<file path="src/rtl/io_timer.sv">
// rtl/io_timer.sv - memory-mapped countdown timer with prescaler and level interrupt
// Four word registers behind a Read/Write/Ack strobe handshake.
module io_timer #(
  parameter int PRESCALE_W = 16
) (
  input  logic        clock,
  input  logic        reset_n,
  input  logic        Read,
  input  logic        Write,
  input  logic [1:0]  Address,
  input  logic [31:0] DataIn,
  output logic [31:0] DataOut,
  output logic        Ack,
  output logic        Interrupt
);

  typedef enum logic {S_IDLE, S_ACK} state_e;

  localparam logic [1:0] A_CTRL  = 2'd0;
  localparam logic [1:0] A_LOAD  = 2'd1;
  localparam logic [1:0] A_COUNT = 2'd2;
  localparam logic [1:0] A_PRESC = 2'd3;

  state_e                  state_q, state_d;
  logic                    en_q, en_d;
  logic                    auto_q, auto_d;
  logic                    irqen_q, irqen_d;
  logic                    pend_q, pend_d;
  logic [31:0]             load_q, load_d;
  logic [31:0]             count_q, count_d;
  logic [PRESCALE_W-1:0]   prescale_q, prescale_d;
  logic [PRESCALE_W-1:0]   pcnt_q, pcnt_d;
  logic [31:0]             dout_q, dout_d;

  logic        access, wr, wr_ctrl, wr_load, wr_count, wr_presc;
  logic        tick, tick_eff, expire;
  logic [31:0] rdata;
  logic [31:0] prescale_ext;

  always_comb begin
    state_d    = state_q;
    en_d       = en_q;
    auto_d     = auto_q;
    irqen_d    = irqen_q;
    pend_d     = pend_q;
    load_d     = load_q;
    count_d    = count_q;
    prescale_d = prescale_q;
    pcnt_d     = pcnt_q;
    dout_d     = dout_q;

    // Only an IDLE strobe is an access, so a held strobe executes once.
    access   = (state_q == S_IDLE) && (Read || Write);
    wr       = access && Write;
    wr_ctrl  = wr && (Address == A_CTRL);
    wr_load  = wr && (Address == A_LOAD);
    wr_count = wr && (Address == A_COUNT);
    wr_presc = wr && (Address == A_PRESC);

    prescale_ext = '0;
    prescale_ext[PRESCALE_W-1:0] = prescale_q;

    unique case (Address)
      A_CTRL:  rdata = {28'h0, pend_q, irqen_q, auto_q, en_q};
      A_LOAD:  rdata = load_q;
      A_COUNT: rdata = count_q;
      default: rdata = prescale_ext;
    endcase

    unique case (state_q)
      S_IDLE:  if (access) state_d = S_ACK;
      default: if (!Read && !Write) state_d = S_IDLE;
    endcase

    if (access) dout_d = wr ? 32'h0 : rdata;

    // A direct COUNT write or a disabling CTRL write swallows a coincident tick.
    tick     = en_q && (pcnt_q == prescale_q);
    tick_eff = tick && !wr_count && !(wr_ctrl && !DataIn[0]);
    expire   = tick_eff && (count_q == 32'h0);

    if (en_q) pcnt_d = tick ? '0 : pcnt_q + PRESCALE_W'(1);
    if (wr_presc || (wr_ctrl && DataIn[0] && !en_q)) pcnt_d = '0;

    if (tick_eff) begin
      if (count_q != 32'h0) count_d = count_q - 32'd1;
      else if (auto_q)      count_d = load_q;
      else                  en_d    = 1'b0;
    end

    if (wr_ctrl) begin
      en_d    = DataIn[0];
      auto_d  = DataIn[1];
      irqen_d = DataIn[2];
      if (DataIn[3]) pend_d = 1'b0;
    end
    if (wr_load)  load_d     = DataIn;
    if (wr_count) count_d    = DataIn;
    if (wr_presc) prescale_d = DataIn[PRESCALE_W-1:0];

    // Expiry is applied last so it beats a same-cycle write-1-to-clear.
    if (expire) pend_d = 1'b1;
  end

  always_ff @(posedge clock or negedge reset_n) begin
    if (!reset_n) begin
      state_q    <= S_IDLE;
      en_q       <= 1'b0;
      auto_q     <= 1'b0;
      irqen_q    <= 1'b0;
      pend_q     <= 1'b0;
      load_q     <= 32'h0;
      count_q    <= 32'h0;
      prescale_q <= '0;
      pcnt_q     <= '0;
      dout_q     <= 32'h0;
    end else begin
      state_q    <= state_d;
      en_q       <= en_d;
      auto_q     <= auto_d;
      irqen_q    <= irqen_d;
      pend_q     <= pend_d;
      load_q     <= load_d;
      count_q    <= count_d;
      prescale_q <= prescale_d;
      pcnt_q     <= pcnt_d;
      dout_q     <= dout_d;
    end
  end

  assign Ack       = (state_q == S_ACK);
  assign DataOut   = dout_q;
  assign Interrupt = pend_q & irqen_q;

endmodule

</file>
<file path="config.mk">
export PLATFORM = sky130hd
export DESIGN_NAME = io_timer
export DESIGN_NICKNAME = d
export VERILOG_FILES = /design/src/rtl/io_timer.sv
export SDC_FILE = /design/constraint.sdc
export NUM_CORES = 1
export LEC_CHECK = 0
export CAP_MARGIN = 30
export CORE_ASPECT_RATIO = 0.75
export CORE_MARGIN = 2
export CORE_UTILIZATION = 40
export CTS_CLUSTER_DIAMETER = 60
export DETAILED_ROUTE_END_ITERATION = 8
export RECOVER_POWER = 25
export SLEW_MARGIN = 10
export SYNTH_ARGS = -nofsm -noshare
export SYNTH_HDL_FRONTEND = slang
export SYNTH_SLANG_ARGS = --single-unit
</file>
<file path="constraint.sdc">
create_clock -name clock -period 3.1 [get_ports clock]
set_clock_uncertainty 0.1 [all_clocks]
set_input_delay 0.62 -clock clock [delete_from_list [all_inputs] [get_ports clock]]
set_output_delay 0.62 -clock clock [all_outputs]
set_load 0.03 [all_outputs]
</file>
======== Word level (Yosys, flattened, before mapping) ========
Cells that the tools add are included.
cells by class
  add/sub/neg operators ................... 2
  bitwise gates (word level) .............. 2
  muxes and demuxes ....................... 19
  eq/ne operators ......................... 6
  reduce and logical (&&, ||, !) cells .... 34
operators by type and width
  operator                                               number
  two-way mux 32 bit                                     5
  case mux 32 bit (3 select lines)                       1
  two-way mux 16 bit                                     3
  logical NOT 32 bit                                     1
  nonzero test 32 bit                                    1
  subtractor 32 x 1 -> 32 bit, second input constant     1
  adder 16 x 1 -> 16 bit, second input constant          1
  equality test 16 bit                                   1
  logical AND 1 bit                                      14
  two-way mux 1 bit                                      10
  nonzero test 2 bit                                     5
  logical NOT 1 bit                                      6
  equality test 2 bit, second input constant             2
  AND reduction 2 bit                                    2
  AND reduction 3 bit                                    1
  nonzero test 3 bit                                     1
  equality test 2 x 1 -> 1 bit, second input constant    1
  logical NOT 2 bit                                      1
  logical OR 1 bit                                       2
  inequality test 2 x 1 -> 1 bit, second input constant  1
  inequality test 2 bit, second input constant           1
  bitwise AND 1 bit                                      1
  NOT 1 bit                                              1
storage, ports and cells
  logic and storage cells ................. 73
  output and inout port bits .............. 34
  input bits .............................. 38
  register bits after elaboration ......... 133

======== Logic depth before layout (Yosys ltp) ========
  depth after elaboration ................. 10
  gate-level depth with buffers ........... 12
  mapped depth without buffers ............ 9

======== Worst setup path after synthesis ========
No wires, ideal clock.
  path kind ............................... reg2reg
  start ................................... reg count_q[14]
  end ..................................... reg count_q[7]
  stages on the path, launching flop included .. 12
  slack ................................... -123 ps
  clock period less this slack ............ 3223 ps
  buffers on the path ..................... 4
  arrival time ............................ 3005 ps
  library setup time ...................... 118 ps
  required time ........................... 2882 ps
  path through ............................ dfrtp_1 > or4_4 > or4_1 > buf_2 > or4_4 > buf_6 > o2111a_1 > buf_6 > buf_6 > a21oi_1 > a211oi_1 > a21o_1
between the ends
  word-level cells in the longest chain between the ends .. 4
  elaborated cells on any way between the ends .. 6
  classes of those cells .................. mux: 3; reduce/logical: 3
RTL lines
  what                    RTL line  RTL
  from (decl)             30        logic [31:0] count_q, count_d;
  from (signal assigned)  124       count_q <= count_d;
  nonzero test 32 bit *   86        if (count_q != 32'h0) count_d = count_q - 32'd1;
  two-way mux 32 bit      86
  two-way mux 32 bit      85        if (tick_eff) begin
  two-way mux 32 bit      98        if (wr_count) count_d = DataIn;
Mark *: on every way between the ends. The rest lies on a longest branch, timed or not. The select of a mux whose other input is x is not followed.
A chain may end at the register's enable or synchronous reset.

======== Final worst setup path ========
  start ................................... reg count_q[16]
  end ..................................... reg count_q[19]
between the ends
  word-level cells in the longest chain between the ends .. 4
  elaborated cells on any way between the ends .. 7
  classes of those cells .................. add/sub: 1; mux: 3; reduce/logical: 3
RTL lines
  what                                                                       RTL line
  subtractor 32 x 1 -> 32 bit / nonzero test 32 bit (equally long branches)  86
  two-way mux 32 bit                                                         86
  two-way mux 32 bit                                                         85
  two-way mux 32 bit                                                         98
Parallel ways exist; a longest one is shown, timed or not. The select of a mux whose other input is x is not followed.

==> results.sh <==
export IMPL_status="complete, but fails checks"
export IMPL_violations="capacitance limit, slew limit"
export IMPL_hold_slack_ns=0.3782
export IMPL_seq_power_share_pct=43.0
export IMPL_drt_vias_per_instance=5.625
export IMPL_detail_route_wl_per_cell_um=18.63
export IMPL_fmax_mhz=337.2
export IMPL_setup_viol=0
export IMPL_netlist_top_cells_area="dfrtp_1 47%, mux2_2 9.6%, o21ai_0 5.3%, nand2_1 5.1%, a22oi_1 3.2%"
export IMPL_post_route_drc_count=0
export IMPL_cts_buffers=17
export IMPL_rows=41
export IMPL_place_inst=1011
export IMPL_cp_cell_sequence="or4_4 > or4_4 > buf_4 > nor4_2 > buf_4 > a21o_1 > a21oi_2 > a211oi_1 > a21o_1"
export IMPL_routed_via_count=5872
export IMPL_switching_share_pct=30.77
export IMPL_postPlaceCellArea_mm2=0.008193
export IMPL_p_int_mw=3.887
export IMPL_period_share_pct=95.68
export IMPL_cts_tree="done"
export IMPL_n_antenna_cell=0
export IMPL_grt_max_degree=47
export IMPL_required_ns=3.37
export IMPL_antenna_left=0
export IMPL_powerDensity_mw_per_mm2=637.9
export IMPL_gr_total_overflow=0
export IMPL_portBuffers=71
export IMPL_syn_to_final_growth_pct=25.43
export IMPL_cts_sinks=133
export IMPL_synth_area_mm2=0.007017
export IMPL_synthDistinctLibCells=52
export IMPL_clk_pin_slew_worst_paths_ns=0.06
export IMPL_post_cts_setup_buffers=0
export IMPL_dieArea_mm2=0.01863
export IMPL_final_area_mm2=0.008801
export IMPL_synth_avg_cell_area_um2=9.800
export IMPL_yosys_warnings=0
export IMPL_final_layout_size_suffix_gt1_share_pct=20.67
export IMPL_clock_latency_ns=0.43
export IMPL_p_leak_nw=3.595
export IMPL_p_sw_mw=1.728
export IMPL_synth_top_cell_by_area="dfrtp_1"
export IMPL_h_tree_depth=4
export IMPL_crit_path_end_kind="register"
export IMPL_ir_drop_uv=342.5
export IMPL_track_usage_pct=22.05
export IMPL_die_width_um=156.9
export IMPL_tns_ns=0
export IMPL_tightest_slew_ns=2.179
export IMPL_antenna_found_initial=0
export IMPL_drv_cap=1
export IMPL_critPathTopFamily="simple AND/OR/NAND/NOR gates"
export IMPL_routed_wl_um=19450
export IMPL_async_flop_share_pct=100.0
export IMPL_start_util_pct=41.32
export IMPL_power_frac_comb_pct=21.3
export IMPL_routabilityCongestion=0.8387
export IMPL_min_period_ns=2.966
export IMPL_synth_edf_count=0
export IMPL_maxSlewHeadroom_pct=-45.28
export IMPL_utilization_pct=51.83
export IMPL_fp_coreArea_mm2=0.01698
export IMPL_dr_pass1_iters=5
export IMPL_first_iter_violations=377
export IMPL_yosysSeqAreaShare_pct=47.43
export IMPL_fillCellCount=1535
export IMPL_die_h_um=118.7
export IMPL_crit_buf_inv=2
export IMPL_synth_cells=716
export IMPL_start_kind="register"
export IMPL_grt_setup_unrepaired="yes"
export IMPL_cp_data_arrival_time_ns=3.23
export IMPL_ctsLongestPathBuffers=2
export IMPL_crit_path_max_incr_delay_ns=0.58
export IMPL_grt_pass1_wl_um=31750
export IMPL_syn_num_nets=757
export IMPL_grt_pass1_vias=5816
export IMPL_pwr_share_clk_pct=35.7
export IMPL_instances_no_fill=1044
export IMPL_critPathSlowestCell="or4_4"
export IMPL_slew_viol_final=46
export IMPL_critical_path_class="reg -> reg"
export IMPL_hold_class="reg -> reg"
export IMPL_dp_hpwl_um=13680
export IMPL_synth_top_area_share_pct=47.43
export IMPL_yosys_register_bits=133
export IMPL_final_hold_viol_count=0
export IMPL_ios=72
export IMPL_cts_root_buf="clkbuf_16"
export IMPL_cp_max_fo=21
export IMPL_synth_ff_type="dfrtp_1"
export IMPL_nNetsFinal=836
==> path summary, 6_finish.rpt <==
kind / startpoint / end / slack (ns) / cells past startpoint
worst min-delay path: DataOut[25] / DataOut[25] / 0.38 / 2
worst max-delay path: count_q[16] / count_q[19] / 0.13 / 9
max in group asynchronous: reset_n / count_q[2] / 0.70 / 2
worst min register to register: DataOut[25] / DataOut[25] / 0.38 / 2
worst max register to register: count_q[16] / count_q[19] / 0.13 / 9
min in group asynchronous: reset_n / load_q[0] / 0.87 / 1
==> tightest hold or removal path: stages (launching register included) <==
cell	delay (ns)
dfrtp_1	0.34
nand2_1	0.04
o21ai_0	0.06
==> final cells by class <==
cell class              count  area (µm²)  area share, %
clock buffers              19       452.9          5.146
clock inverters            13       132.6          1.507
inverters                   8       30.03         0.3412
multi-input cells         526        3513          39.92
flip-flops and latches    133        3328          37.82
well taps                 236       295.3          3.355
repair buffers            109        1049          11.91
==> metal layers <==
metal	part of all wire [%]	up-vias	GRT usage, %	wire [µm]
li1	-	2756	-	-
met1	50	2941	32.76	9684
met2	44	158	32.32	8489
met3	5.4	17	5.244	1053
met4	1.2	0	5.218	226
met5	0	-	0	0
==> Yosys cell counts (3+ instances only) <==
cell,n
a211oi_1,7
mux4_2,4
nand2b_1,5
mux2i_1,3
nand2_1,96
and3_1,4
o41ai_1,6
a21oi_1,21
mux2_2,60
xnor2_1,22
or2_2,8
xor2_1,9
a21o_1,7
buf_1,3
o211ai_1,5
dfrtp_1,133
a221oi_2,4
a22o_1,6
nor2b_1,4
a22oi_1,30
nand4_1,8
and2_1,4
inv_1,8
a221oi_1,6
o21ai_0,74
nand3_1,10
nor2_1,58
nor3_1,10
or3_1,9
a31oi_1,3
buf_6,5
nor4_1,11
ha_1,3
o31ai_1,6
buf_2,3
clkbuf_1,38
==> placed cells by master (no fill, tap or decap), types with 4 or more instances in the layout <==
cell and instances:
inv_1 8, o21ai_0 74, nor4_1 9, clkbuf_16 17
mux2_2 60, nor2_1 58, clkinvlp_4 4, nand4_1 8
nand3_1 10, a21oi_2 6, mux4_2 4, or2_2 8
a21oi_1 17, nor3_1 10, o31ai_1 6, xnor2_1 22
o211ai_1 5, a221oi_2 10, buf_4 33, dfrtp_1 133
xor2_1 9, a22o_1 6, and2_1 4, nand2_1 96
clkdlybuf4s50_1 70, o41ai_1 5, a21o_1 7, nand2b_1 5
or3_1 9, buf_12 4, a22oi_1 30, and3_1 4
clkinv_2 5, a211oi_1 7
==> through the flow <==
stage | setup slack (ns) | power, mW
after floorplan | 0.001397 | 3.115
after global placement | 0.1249 | 3.578
after detailed placement | 0.09920 | 3.627
after CTS | 0.09354 | 5.638
after global routing | -0.02377 | 5.900
final | 0.1340 | 5.614
==> power groups by stage <==
stage | combinational, mW | sequential (mW) | clock [mW]
final | 1.19 | 2.41 | 2.01
after global routing | 1.31 | 2.47 | 2.12
after CTS | 1.20 | 2.41 | 2.03
after detailed placement | 1.19 | 2.44 | 0
after global placement | 1.16 | 2.42 | 0
after floorplan | 0.684 | 2.43 | 0
==> state kept, by name, indices dropped and copies added, names as in the netlist <==
signal	flops
en_q	1
auto_q	1
pcnt_q	16
load_q	32
DataOut	32
prescale_q	16
Ack	1
irqen_q	1
pend_q	1
count_q	32
==> kinds of logic (layout without fill, tap and decap cells) <==
family,count (synthesis),count (layout),share of synthesized area [%]
AOI/OAI and AO/OA,190,190,17.80
xor gates and xnor gates,31,31,3.869
adders and majority gates,3,3,0.5350
buffers and inverters,57,149,3.638
DFF,133,133,47.43
muxes,67,67,11.34
and+or+nand+nor,235,235,15.39
==> timing repair <==
item	4_1_cts	5_1_grt
hold buffers	0	0
endpoints found under the setup margin	0	5
resized for setup	0	3
Note: power is estimated with default switching activity, not from simulation.
